===== src/rtl/nes_test_top.sv =====
// Polls an NES pad and decodes the SNES PMOD stream into one active-high 12-button set.
// Outputs update one clock after either button register changes; SNES is preferred when both pads are present.
module nes_test_top #(
  parameter int POLL_CYCLES    = 416667,
  parameter int LATCH_CYCLES   = 300,
  parameter int HALF_CYCLES    = 150,
  parameter int PMOD_BITS      = 24,
  parameter int TIMEOUT_CYCLES = 833334
) (
  input  logic system_clk_25MHz,
  input  logic rst_n,
  input  logic NES_Data,
  output logic NES_Latch,
  output logic NES_Clk,
  input  logic SNES_PMOD_Data,
  input  logic SNES_PMOD_Clk,
  input  logic SNES_PMOD_Latch,
  output logic A_out,
  output logic B_out,
  output logic select_out,
  output logic start_out,
  output logic up_out,
  output logic down_out,
  output logic left_out,
  output logic right_out,
  output logic X_out,
  output logic Y_out,
  output logic L_out,
  output logic R_out,
  output logic controller_status
);

  localparam int PW  = $clog2(POLL_CYCLES);
  localparam int PHM = (LATCH_CYCLES > HALF_CYCLES) ? LATCH_CYCLES : HALF_CYCLES;
  localparam int HW  = $clog2(PHM) + 1;
  localparam int TW  = $clog2(TIMEOUT_CYCLES) + 1;

  localparam logic [PW-1:0] POLL_LAST  = PW'(POLL_CYCLES - 1);
  localparam logic [HW-1:0] LATCH_LAST = HW'(LATCH_CYCLES - 1);
  localparam logic [HW-1:0] HALF_LAST  = HW'(HALF_CYCLES - 1);
  localparam logic [TW-1:0] TO_LAST    = TW'(TIMEOUT_CYCLES - 1);

  typedef enum logic [2:0] {
    ST_IDLE,
    ST_LATCH,
    ST_CLK_HI,
    ST_CLK_LO,
    ST_DONE
  } nes_st_e;

  nes_st_e       st_q, st_d;
  logic [PW-1:0] poll_q, poll_d;
  logic [HW-1:0] ph_q, ph_d;
  logic [2:0]    bit_q, bit_d;
  logic [7:0]    nsh_q, nsh_d;
  logic [7:0]    nbtn_q, nbtn_d;
  logic          first_q, first_d;
  logic          nlatch_q, nclk_q;

  always_comb begin
    st_d    = st_q;
    poll_d  = (poll_q == POLL_LAST) ? poll_q : poll_q + PW'(1);
    ph_d    = ph_q + HW'(1);
    bit_d   = bit_q;
    nsh_d   = nsh_q;
    nbtn_d  = nbtn_q;
    first_d = first_q;
    case (st_q)
      ST_IDLE: begin
        ph_d = '0;
        if (first_q || (poll_q == POLL_LAST)) begin
          st_d    = ST_LATCH;
          poll_d  = '0;
          first_d = 1'b0;
          bit_d   = '0;
          nsh_d   = '0;
        end
      end
      ST_LATCH: begin
        if (ph_q == LATCH_LAST) begin
          nsh_d[0] = ~NES_Data;
          st_d     = ST_CLK_HI;
          ph_d     = '0;
        end
      end
      ST_CLK_HI: begin
        if (ph_q == HALF_LAST) begin
          st_d = ST_CLK_LO;
          ph_d = '0;
        end
      end
      ST_CLK_LO: begin
        if (ph_q == HALF_LAST) begin
          ph_d = '0;
          // The read after the eighth pulse carries no button and is dropped.
          if (bit_q == 3'd7) begin
            st_d = ST_DONE;
          end else begin
            nsh_d[bit_q + 3'd1] = ~NES_Data;
            bit_d               = bit_q + 3'd1;
            st_d                = ST_CLK_HI;
          end
        end
      end
      ST_DONE: begin
        st_d   = ST_IDLE;
        ph_d   = '0;
        nbtn_d = (&nsh_q) ? 8'h00 : nsh_q;
      end
      default: st_d = ST_IDLE;
    endcase
  end

  always_ff @(posedge system_clk_25MHz or negedge rst_n) begin
    if (!rst_n) begin
      st_q     <= ST_IDLE;
      poll_q   <= '0;
      ph_q     <= '0;
      bit_q    <= '0;
      nsh_q    <= '0;
      nbtn_q   <= '0;
      first_q  <= 1'b1;
      nlatch_q <= 1'b0;
      nclk_q   <= 1'b0;
    end else begin
      st_q     <= st_d;
      poll_q   <= poll_d;
      ph_q     <= ph_d;
      bit_q    <= bit_d;
      nsh_q    <= nsh_d;
      nbtn_q   <= nbtn_d;
      first_q  <= first_d;
      nlatch_q <= (st_d == ST_LATCH);
      nclk_q   <= (st_d == ST_CLK_HI);
    end
  end

  assign NES_Latch = nlatch_q;
  assign NES_Clk   = nclk_q;

  // Clk and Latch keep a third stage for edge detection; data only needs two.
  logic [2:0]           pclk_q, plat_q;
  logic [1:0]           pdat_q;
  logic [PMOD_BITS-1:0] psh_q, psh_d;
  logic [11:0]          sbtn_q, sbtn_d;
  logic                 svalid_q, svalid_d;
  logic [TW-1:0]        to_q, to_d;
  logic                 clk_rise, lat_rise;
  logic [11:0]          field, field_canon;

  assign clk_rise = pclk_q[1] & ~pclk_q[2];
  assign lat_rise = plat_q[1] & ~plat_q[2];
  assign field    = psh_q[PMOD_BITS-1 -: 12];
  // field[11] is the first bit shifted in (B); reorder to {R,L,Y,X,Rt,Lt,Dn,Up,St,Sel,B,A}.
  assign field_canon = {field[0], field[1], field[10], field[2], field[4], field[5],
                        field[6], field[7], field[8], field[9], field[11], field[3]};

  always_comb begin
    psh_d    = psh_q;
    sbtn_d   = sbtn_q;
    svalid_d = svalid_q;
    to_d     = to_q;
    if (lat_rise) begin
      psh_d    = '0;
      to_d     = '0;
      svalid_d = ~&field;
      sbtn_d   = (&field) ? 12'h000 : field_canon;
    end else begin
      if (clk_rise) begin
        psh_d = {psh_q[PMOD_BITS-2:0], ~pdat_q[1]};
      end
      if (svalid_q) begin
        if (to_q == TO_LAST) begin
          svalid_d = 1'b0;
          sbtn_d   = '0;
        end else begin
          to_d = to_q + TW'(1);
        end
      end
    end
  end

  logic [11:0] out_q;
  logic        stat_q;

  always_ff @(posedge system_clk_25MHz or negedge rst_n) begin
    if (!rst_n) begin
      pclk_q   <= '0;
      plat_q   <= '0;
      pdat_q   <= '0;
      psh_q    <= '0;
      sbtn_q   <= '0;
      svalid_q <= 1'b0;
      to_q     <= '0;
      out_q    <= '0;
      stat_q   <= 1'b0;
    end else begin
      pclk_q   <= {pclk_q[1:0], SNES_PMOD_Clk};
      plat_q   <= {plat_q[1:0], SNES_PMOD_Latch};
      pdat_q   <= {pdat_q[0], SNES_PMOD_Data};
      psh_q    <= psh_d;
      sbtn_q   <= sbtn_d;
      svalid_q <= svalid_d;
      to_q     <= to_d;
      out_q    <= svalid_q ? sbtn_q : {4'b0000, nbtn_q};
      stat_q   <= svalid_q;
    end
  end

  assign A_out             = out_q[0];
  assign B_out             = out_q[1];
  assign select_out        = out_q[2];
  assign start_out         = out_q[3];
  assign up_out            = out_q[4];
  assign down_out          = out_q[5];
  assign left_out          = out_q[6];
  assign right_out         = out_q[7];
  assign X_out             = out_q[8];
  assign Y_out             = out_q[9];
  assign L_out             = out_q[10];
  assign R_out             = out_q[11];
  assign controller_status = stat_q;

endmodule


===== config.mk =====
export PLATFORM = sky130hd
export DESIGN_NAME = nes_test_top
export DESIGN_NICKNAME = d
export VERILOG_FILES = /design/src/rtl/nes_test_top.sv
export SDC_FILE = /design/constraint.sdc
export NUM_CORES = 1
export LEC_CHECK = 0
export CORE_ASPECT_RATIO = 1.2
export CORE_MARGIN = 4
export CORE_UTILIZATION = 55
export CTS_CLUSTER_SIZE = 12
export DETAILED_ROUTE_END_ITERATION = 6
export PLACE_DENSITY = 0.78
export SLEW_MARGIN = 40
export SYNTH_ARGS = -nofsm -noshare
export SYNTH_HDL_FRONTEND = slang
export SYNTH_SLANG_ARGS = --single-unit

===== constraint.sdc =====
create_clock -name system_clk_25MHz -period 2.2 [get_ports system_clk_25MHz]
set_clock_uncertainty 0.15 [all_clocks]
set_input_delay 0.66 -clock system_clk_25MHz [delete_from_list [all_inputs] [get_ports system_clk_25MHz]]
set_output_delay 0.66 -clock system_clk_25MHz [all_outputs]
set_load 0.01 [all_outputs]

==> results of run 1 <==
## worst reg2reg max path, cell delays in order (launching register included)
cell	delay, ns
dfrtp_1	0.41
ha_4	0.19
ha_4	0.16
and4bb_1	0.29
nand4_4	0.11
or2_4	0.28
or4_4	0.42
a21oi_2	0.12
## power by group through the flow
stage / registers [mW] / clock network, mW / logic, mW
final: 2.53 / 3.09 / 0.285
after floorplan: 2.57 / 0 / 0.114
after global placement: 2.57 / 0 / 0.231
after CTS: 2.53 / 3.14 / 0.253
after global routing: 2.53 / 3.25 / 0.323
after detailed placement: 2.57 / 0 / 0.246
## stage by stage
stage / util (%) / instance area [sq um] / std cells / hold slack [ns]
2_1_floorplan: - / 5788 / 505 / 0.1812
6_report: 69.54 / 7066 / 693 / 0.1960
4_1_cts: 68.56 / 6965 / 688 / 0.1965
5_1_grt: 69.54 / 7066 / 693 / 0.2039
3_5_place_dp: 61.53 / 6251 / 652 / 0.1847
3_3_place_gp: 61.49 / 6247 / 652 / 0.1832
## cell usage after synthesis, types with 2 or more instances
library cell | number | area share [%]
o21a_1 | 3 | 0.39
nand3_1 | 12 | 1.0
or3_1 | 10 | 1.1
and4_1 | 2 | 0.30
nor2_1 | 62 | 4.0
and3_1 | 12 | 1.3
nand2_1 | 26 | 1.7
nor2b_1 | 3 | 0.33
buf_2 | 4 | 0.35
a21oi_1 | 14 | 1.2
clkbuf_1 | 14 | 0.91
mux2i_1 | 3 | 0.52
nand4_1 | 14 | 1.5
or4_4 | 2 | 0.39
mux2_2 | 8 | 1.6
nand4b_1 | 3 | 0.46
a211oi_1 | 2 | 0.26
xnor2_1 | 17 | 2.6
ha_1 | 8 | 1.7
a22o_1 | 43 | 6.5
nor4_1 | 4 | 0.43
or4_1 | 2 | 0.26
and3_2 | 2 | 0.26
dfrtp_1 | 132 | 57
o211ai_1 | 3 | 0.39
inv_1 | 9 | 0.59
nor3_1 | 7 | 0.61
o31ai_1 | 2 | 0.26
or2_2 | 5 | 0.54
nand2b_1 | 6 | 0.65
xor2_1 | 21 | 3.2
and2_1 | 8 | 0.87
o21ai_0 | 17 | 1.5
## kinds of logic after synthesis
group / synth area share, %
buf+inv: 2.167
simple gates: 18.23
compound gates: 12.35
fa+ha+maj: 1.734
mux: 2.081
xor+xnor: 5.765
flops: 57.67
## sequential cells by signal (all words and copies together) (netlist names), 2 cells and up
name and cells:
st_q 3, plat_q 3, poll_q 19, pdat_q 2, bit_q 3, nbtn_q 8, to_q 21, nsh_q 8
out_q 12, psh_q 24, ph_q 10, pclk_q 3, sbtn_q 12
## cell type report
type	count	area, sq um
Tap cell	126	157.7
Multi-Input combinational cell	344	2426
Clock buffer	19	452.9
Clock inverter	12	200.2
Timing Repair Buffer	50	465.4
Inverter	9	33.78
Fill cell	708	3094
Sequential cell	133	3329
## per-layer routing
metal	GRT usage (%)	up-vias	share of wire [%]	wire (microns)
li1	-	1906	-	-
met1	25.10	2023	42	4862
met2	33.63	72	53	6155
met3	5.309	18	3.2	372
met4	7.814	0	2.2	256
met5	0	-	0	0
## timing repair
| item | CTS | global route |
|---|---|---|
| resized for setup | 4 | 18 |
| hold buffers | 1 | 0 |
| setup buffers | 3 | 3 |
| pin swaps | 3 | 6 |
| gates cloned | 1 | 2 |
| setup endpoints to repair | 5 | 49 |
| endpoints found under the hold margin | 12 | 0 |
## worst max-delay path by stage
stage	start	end	slack, ns	cells after the start
after floorplan	bit_q[0]	nsh_q[5]	-0.13	8
after global placement	bit_q[1]	nsh_q[5]	0.03	7
after detailed placement	bit_q[1]	nsh_q[5]	-0.02	7
after CTS	bit_q[1]	nsh_q[5]	0.001	7
after global routing	to_q[1]	to_q[10]	-0.08	9
final	bit_q[1]	nsh_q[5]	0.007	7
==> flow_metrics.env, run 1 <==
export IMPL_cellLeakagePower_nw=3.161
export IMPL_async_flop_share_pct=100.0
export IMPL_cts_inserted_buffers=17
export IMPL_antenna_found_initial=0
export IMPL_hold_start="pclk_q[0]"
export IMPL_drt_wl_total_microns=11650
export IMPL_endpoint_kind="register"
export IMPL_p_seq_share_pct=42.8
export IMPL_setup_tns_ns=0
export IMPL_wl_per_cell_microns=16.81
export IMPL_drtAntennaViolNets=0
export IMPL_vias=4019
export IMPL_cp_num_buf_inv=0
export IMPL_grt_pass1_vias=4218
export IMPL_synth_area_per_cell_sq_um=11.43
export IMPL_peakVddDrop_v=0.0004335
export IMPL_synthFlopType="dfrtp_1"
export IMPL_drv_slew=0
export IMPL_area_growth_pct=22.39
export IMPL_grt_pass1_wl_microns=19640
export IMPL_rrSetupSlack_ns=0.007
export IMPL_rsz0062_at_grt="true"
export IMPL_crit_chain="ha_4 > ha_4 > and4bb_1 > nand4_4 > or2_4 > or4_4 > a21oi_2"
export IMPL_yosysSeqAreaShare_pct=57.67
export IMPL_gp_congestion=0.8188
export IMPL_die_h_microns=120.2
export IMPL_drt_pass1_iterations=4
export IMPL_final_cell_mix="dfrtp_1 (132), nor2_1 (61), a22o_1 (43)"
export IMPL_tightest_slew_ns=0.7865
export IMPL_cp_top_family="simple AND/OR/NAND/NOR gates"
export IMPL_reg2regPathDepth=7
export IMPL_syn_num_nets=519
export IMPL_clockBufferDepth=2
export IMPL_cts_sinks=133
export IMPL_core_area_sq_um=10160
export IMPL_r2r_start="bit_q[1]"
export IMPL_start_util_pct=56.82
export IMPL_ys_types=58
export IMPL_cp_slowest_cell="or4_4"
export IMPL_p_clk_share_pct=52.3
export IMPL_min_period_ns=2.193
export IMPL_hold_depth=0
export IMPL_slew_headroom_pct=47.37
export IMPL_nets=569
export IMPL_ys_ff_latch=133
export IMPL_vias_per_cell=5.799
export IMPL_hold_viol=0
export IMPL_r2r_end="nsh_q[5]"
export IMPL_maxCapViolCount=0
export IMPL_max_freq_ghz=0.4560
export IMPL_root_buffer="clkbuf_16"
export IMPL_crit_fanout=5
export IMPL_layout_setup_ws_ns=0.006902
export IMPL_drt_iter0_drc=216
export IMPL_synth_cell_area_sq_um=5773
export IMPL_num_rows=40
export IMPL_cp_required_ns=2.39
export IMPL_power_mw=5.901
export IMPL_clkTransAtPathRegs_ns=0.06
export IMPL_die_area_sq_um=12210
export IMPL_place_hpwl_microns=7460
export IMPL_setup_viol=0
export IMPL_grt_max_degree=41
export IMPL_io_pins=21
export IMPL_drc=0
export IMPL_path_class="reg -> reg"
export IMPL_switching_power_mw=1.230
export IMPL_grt_use_total_pct=20.23
export IMPL_crit_top_cell="ha_4"
export IMPL_syn_inst=505
export IMPL_power_density_nw_per_um2=835.2
export IMPL_cp_start_kind="register"
export IMPL_layout_drive_gt1_share_pct=18.34
export IMPL_die_x_microns=101.5
export IMPL_critPathArrivalTime_ns=2.39
export IMPL_hp_class="reg -> reg"
export IMPL_clk_latency_ns=0.41
export IMPL_n_antenna_cell=0
export IMPL_p_comb_share_pct=4.8
export IMPL_swShare_pct=20.85
export IMPL_layout_commonest_cell="dfrtp_1"
export IMPL_place_ws_ns=-0.02036
export IMPL_overflow=0
export IMPL_slowest_delay_ns=0.42
export IMPL_period_share_pct=99.69
export IMPL_h_tree_depth=4
export IMPL_synth_edf_count=0
export IMPL_whs_endpoint="pclk_q[1]"
export IMPL_status="complete, no violations"
export IMPL_intPower_mw=4.671
export IMPL_port_buffers=20
export IMPL_tritoncts="built"
export IMPL_synth_warnings=0
No activity file was read; power rests on OpenSTA's default activity.
==> run 2, diff against run 1 <==
--- a/config.mk
+++ b/config.mk
@@ -5,6 +5,7 @@
 export SDC_FILE = /design/constraint.sdc
 export NUM_CORES = 1
 export LEC_CHECK = 0
+export CAP_MARGIN = 20
 export CORE_ASPECT_RATIO = 1.2
 export CORE_MARGIN = 4
 export CORE_UTILIZATION = 55
==> results of run 2 <==
The final DEF is identical to that of run 1; final timing and power are the same.
==> run 3, diff against run 2 <==
--- a/config.mk
+++ b/config.mk
@@ -8,10 +8,10 @@
 export CAP_MARGIN = 20
 export CORE_ASPECT_RATIO = 1.2
 export CORE_MARGIN = 4
-export CORE_UTILIZATION = 55
+export CORE_UTILIZATION = 60
 export CTS_CLUSTER_SIZE = 12
 export DETAILED_ROUTE_END_ITERATION = 6
-export PLACE_DENSITY = 0.78
+export PLACE_DENSITY = 0.79
 export SLEW_MARGIN = 40
 export SYNTH_ARGS = -nofsm -noshare
 export SYNTH_HDL_FRONTEND = slang
==> constraint.sdc (replaced) <==
create_clock -name system_clk_25MHz -period 2.4 [get_ports system_clk_25MHz]
set_clock_uncertainty 0.15 [all_clocks]
set_input_delay 0.72 -clock system_clk_25MHz [delete_from_list [all_inputs] [get_ports system_clk_25MHz]]
set_output_delay 0.72 -clock system_clk_25MHz [all_outputs]
set_load 0.01 [all_outputs]
==> run 3 against run 2 <==
Net effect:
- critical path depth unchanged
- worst setup slack better by 0.10 ns
- largest cell class unchanged
- via count down 1.0%
- critical endpoint unchanged
- flip-flop and latch count unchanged
- non-clock buffer count down 14
- clock-buffer cell count unchanged
- sequential share of layout area up 1.7 points
- largest power group unchanged
==> flow_metrics.env, run 3 (synthesis results as in run 1) <==
export IMPL_status="complete, no violations"
export IMPL_tightest_slew_ns=0.8023
export IMPL_final_cell_mix="dfrtp_1 (132), nor2_1 (62), a22o_1 (43)"
export IMPL_overflow=0
export IMPL_grt_pass1_vias=4127
export IMPL_cp_start_kind="register"
export IMPL_path_class="reg -> reg"
export IMPL_power_density_nw_per_um2=774.8
export IMPL_grt_pass1_wl_microns=19630
export IMPL_grt_use_total_pct=21.81
export IMPL_wl_per_cell_microns=16.53
export IMPL_met1_usage_pct=26.34
export IMPL_p_clk_share_pct=52.1
export IMPL_busiest_layer="met2"
export IMPL_h_tree_depth=4
export IMPL_intPower_mw=4.173
export IMPL_place_inst=640
export IMPL_drv_slew=0
export IMPL_layout_drive_gt1_share_pct=13.59
export IMPL_cp_required_ns=2.70
export IMPL_n_antenna_cell=0
export IMPL_switching_power_mw=1.108
export IMPL_hp_class="reg -> reg"
export IMPL_clockBufferDepth=2
export IMPL_drt_pass1_iterations=4
export IMPL_clkTransAtPathRegs_ns=0.06
export IMPL_min_period_ns=2.289
export IMPL_fin_util_pct=73.90
export IMPL_p_comb_share_pct=3.9
export IMPL_port_buffers=20
export IMPL_endpoint_kind="register"
export IMPL_swShare_pct=20.98
export IMPL_drc=0
export IMPL_cellLeakagePower_nw=3.079
export IMPL_register_area_sq_um=3329
export IMPL_finalNonFillerCells=672
export IMPL_gr_usage_met3_pct=6.081
export IMPL_largest_registers="psh_q: 24 flops, to_q: 21 flops, poll_q: 19 flops"
export IMPL_rsz0062_at_grt="false"
export IMPL_p_seq_share_pct=44.0
export IMPL_peakVddDrop_v=0.0005258
export IMPL_nFillCells=643
export IMPL_placed_area_sq_um=6170
export IMPL_drt_iter0_drc=188
export IMPL_vias=3979
export IMPL_maxCapViolCount=0
export IMPL_tritoncts="built"
export IMPL_crit_fanout=9
export IMPL_final_area_sq_um=6817
export IMPL_area_growth_pct=18.08
export IMPL_gr_usage_met2_pct=37.86
export IMPL_place_hpwl_microns=7105
export IMPL_setup_viol=0
export IMPL_slew_headroom_pct=46.31
export IMPL_clk_latency_ns=0.52
export IMPL_gp_congestion=0.8224
export IMPL_setup_tns_ns=0
export IMPL_drt_wl_total_microns=11110
export IMPL_layout_commonest_cell="dfrtp_1"
export IMPL_critPathArrivalTime_ns=2.58
export IMPL_num_rows=38
export IMPL_fin_hold_ws_ns=0.1996
export IMPL_core_area_sq_um=9224
export IMPL_start_util_pct=62.59
export IMPL_max_freq_ghz=0.4369
export IMPL_root_buffer="clkbuf_8"
export IMPL_hold_viol=0
export IMPL_multi_input_area_sq_um=2325
export IMPL_antenna_found_initial=0
export IMPL_nets=554
export IMPL_drtAntennaViolNets=0
export IMPL_die_x_microns=97.55
export IMPL_vias_per_cell=5.921
export IMPL_die_area_sq_um=11260
export IMPL_cts_sinks=133
export IMPL_largest_reg_flops=24
export IMPL_die_h_microns=115.5
export IMPL_io_pins=21
export IMPL_cts_inserted_buffers=17
export IMPL_top_register="psh_q"
export IMPL_period_share_pct=95.38
export IMPL_grt_max_degree=51
run 3: area by class of cell:
| class | instances | share of cell area [%] |
|---|---|---|
| Sequential cell | 133 | 48.84 |
| Multi-Input combinational cell | 343 | 34.10 |
| Clock buffer | 19 | 6.333 |
| Timing Repair Buffer | 36 | 5.066 |
| Clock inverter | 12 | 2.955 |
| Tap cell | 120 | 2.203 |
| Inverter | 9 | 0.4956 |
run 3: critical path, cell delays in order (launching register included):
cell	delay [ns]
dfrtp_1	0.38
ha_2	0.18
ha_1	0.19
and4bb_1	0.30
nand4_4	0.10
or2_1	0.34
or4_4	0.44
a21oi_2	0.14
run 3: what timing repair did:
item,4_1_cts,5_1_grt
resized for setup,0,1
setup buffers,0,0
hold endpoints to repair,28,0
endpoints found under the setup margin,0,2
hold buffers,1,0
run 3: path summary, 6_finish.rpt:
| kind | startpoint | end | slack, ns | cells after the start |
|---|---|---|---|---|
| min reg2reg | pclk_q[0] | pclk_q[1] | 0.20 | 0 |
| max | bit_q[0] | nsh_q[5] | 0.11 | 7 |
| min | pclk_q[0] | pclk_q[1] | 0.20 | 0 |
| min in group asynchronous | rst_n | psh_q[9] | 0.53 | 2 |
| max reg2reg | bit_q[0] | nsh_q[5] | 0.11 | 7 |
| max in group asynchronous | rst_n | out_q[2] | 0.93 | 3 |
run 3: through the flow:
| step | setup WS, ns | total power [mW] |
|---|---|---|
| detailed placement | 0.1174 | 2.561 |
| CTS | 0.09996 | 5.329 |
| global placement | 0.1876 | 2.550 |
| floorplan | 0.01432 | 2.456 |
| finish | 0.1110 | 5.282 |
| global route | 0.01741 | 5.485 |
run 3: metal layers:
metal  share of wire (%)  vias to the layer above  wire length, microns
li1                    -                     1874                     -
met1                  43                     2004                  4731
met2                  52                       82                  5783
met3                 4.0                       19                   439
met4                 1.4                        0                   154
met5                   0                        -                     0
run 3: power groups by stage:
stage	combinational (mW)	clock (mW)	sequential (mW)
after floorplan	0.104	0	2.35
after global placement	0.194	0	2.36
after detailed placement	0.201	0	2.36
after CTS	0.209	2.79	2.32
after global routing	0.234	2.92	2.33
final	0.206	2.75	2.33
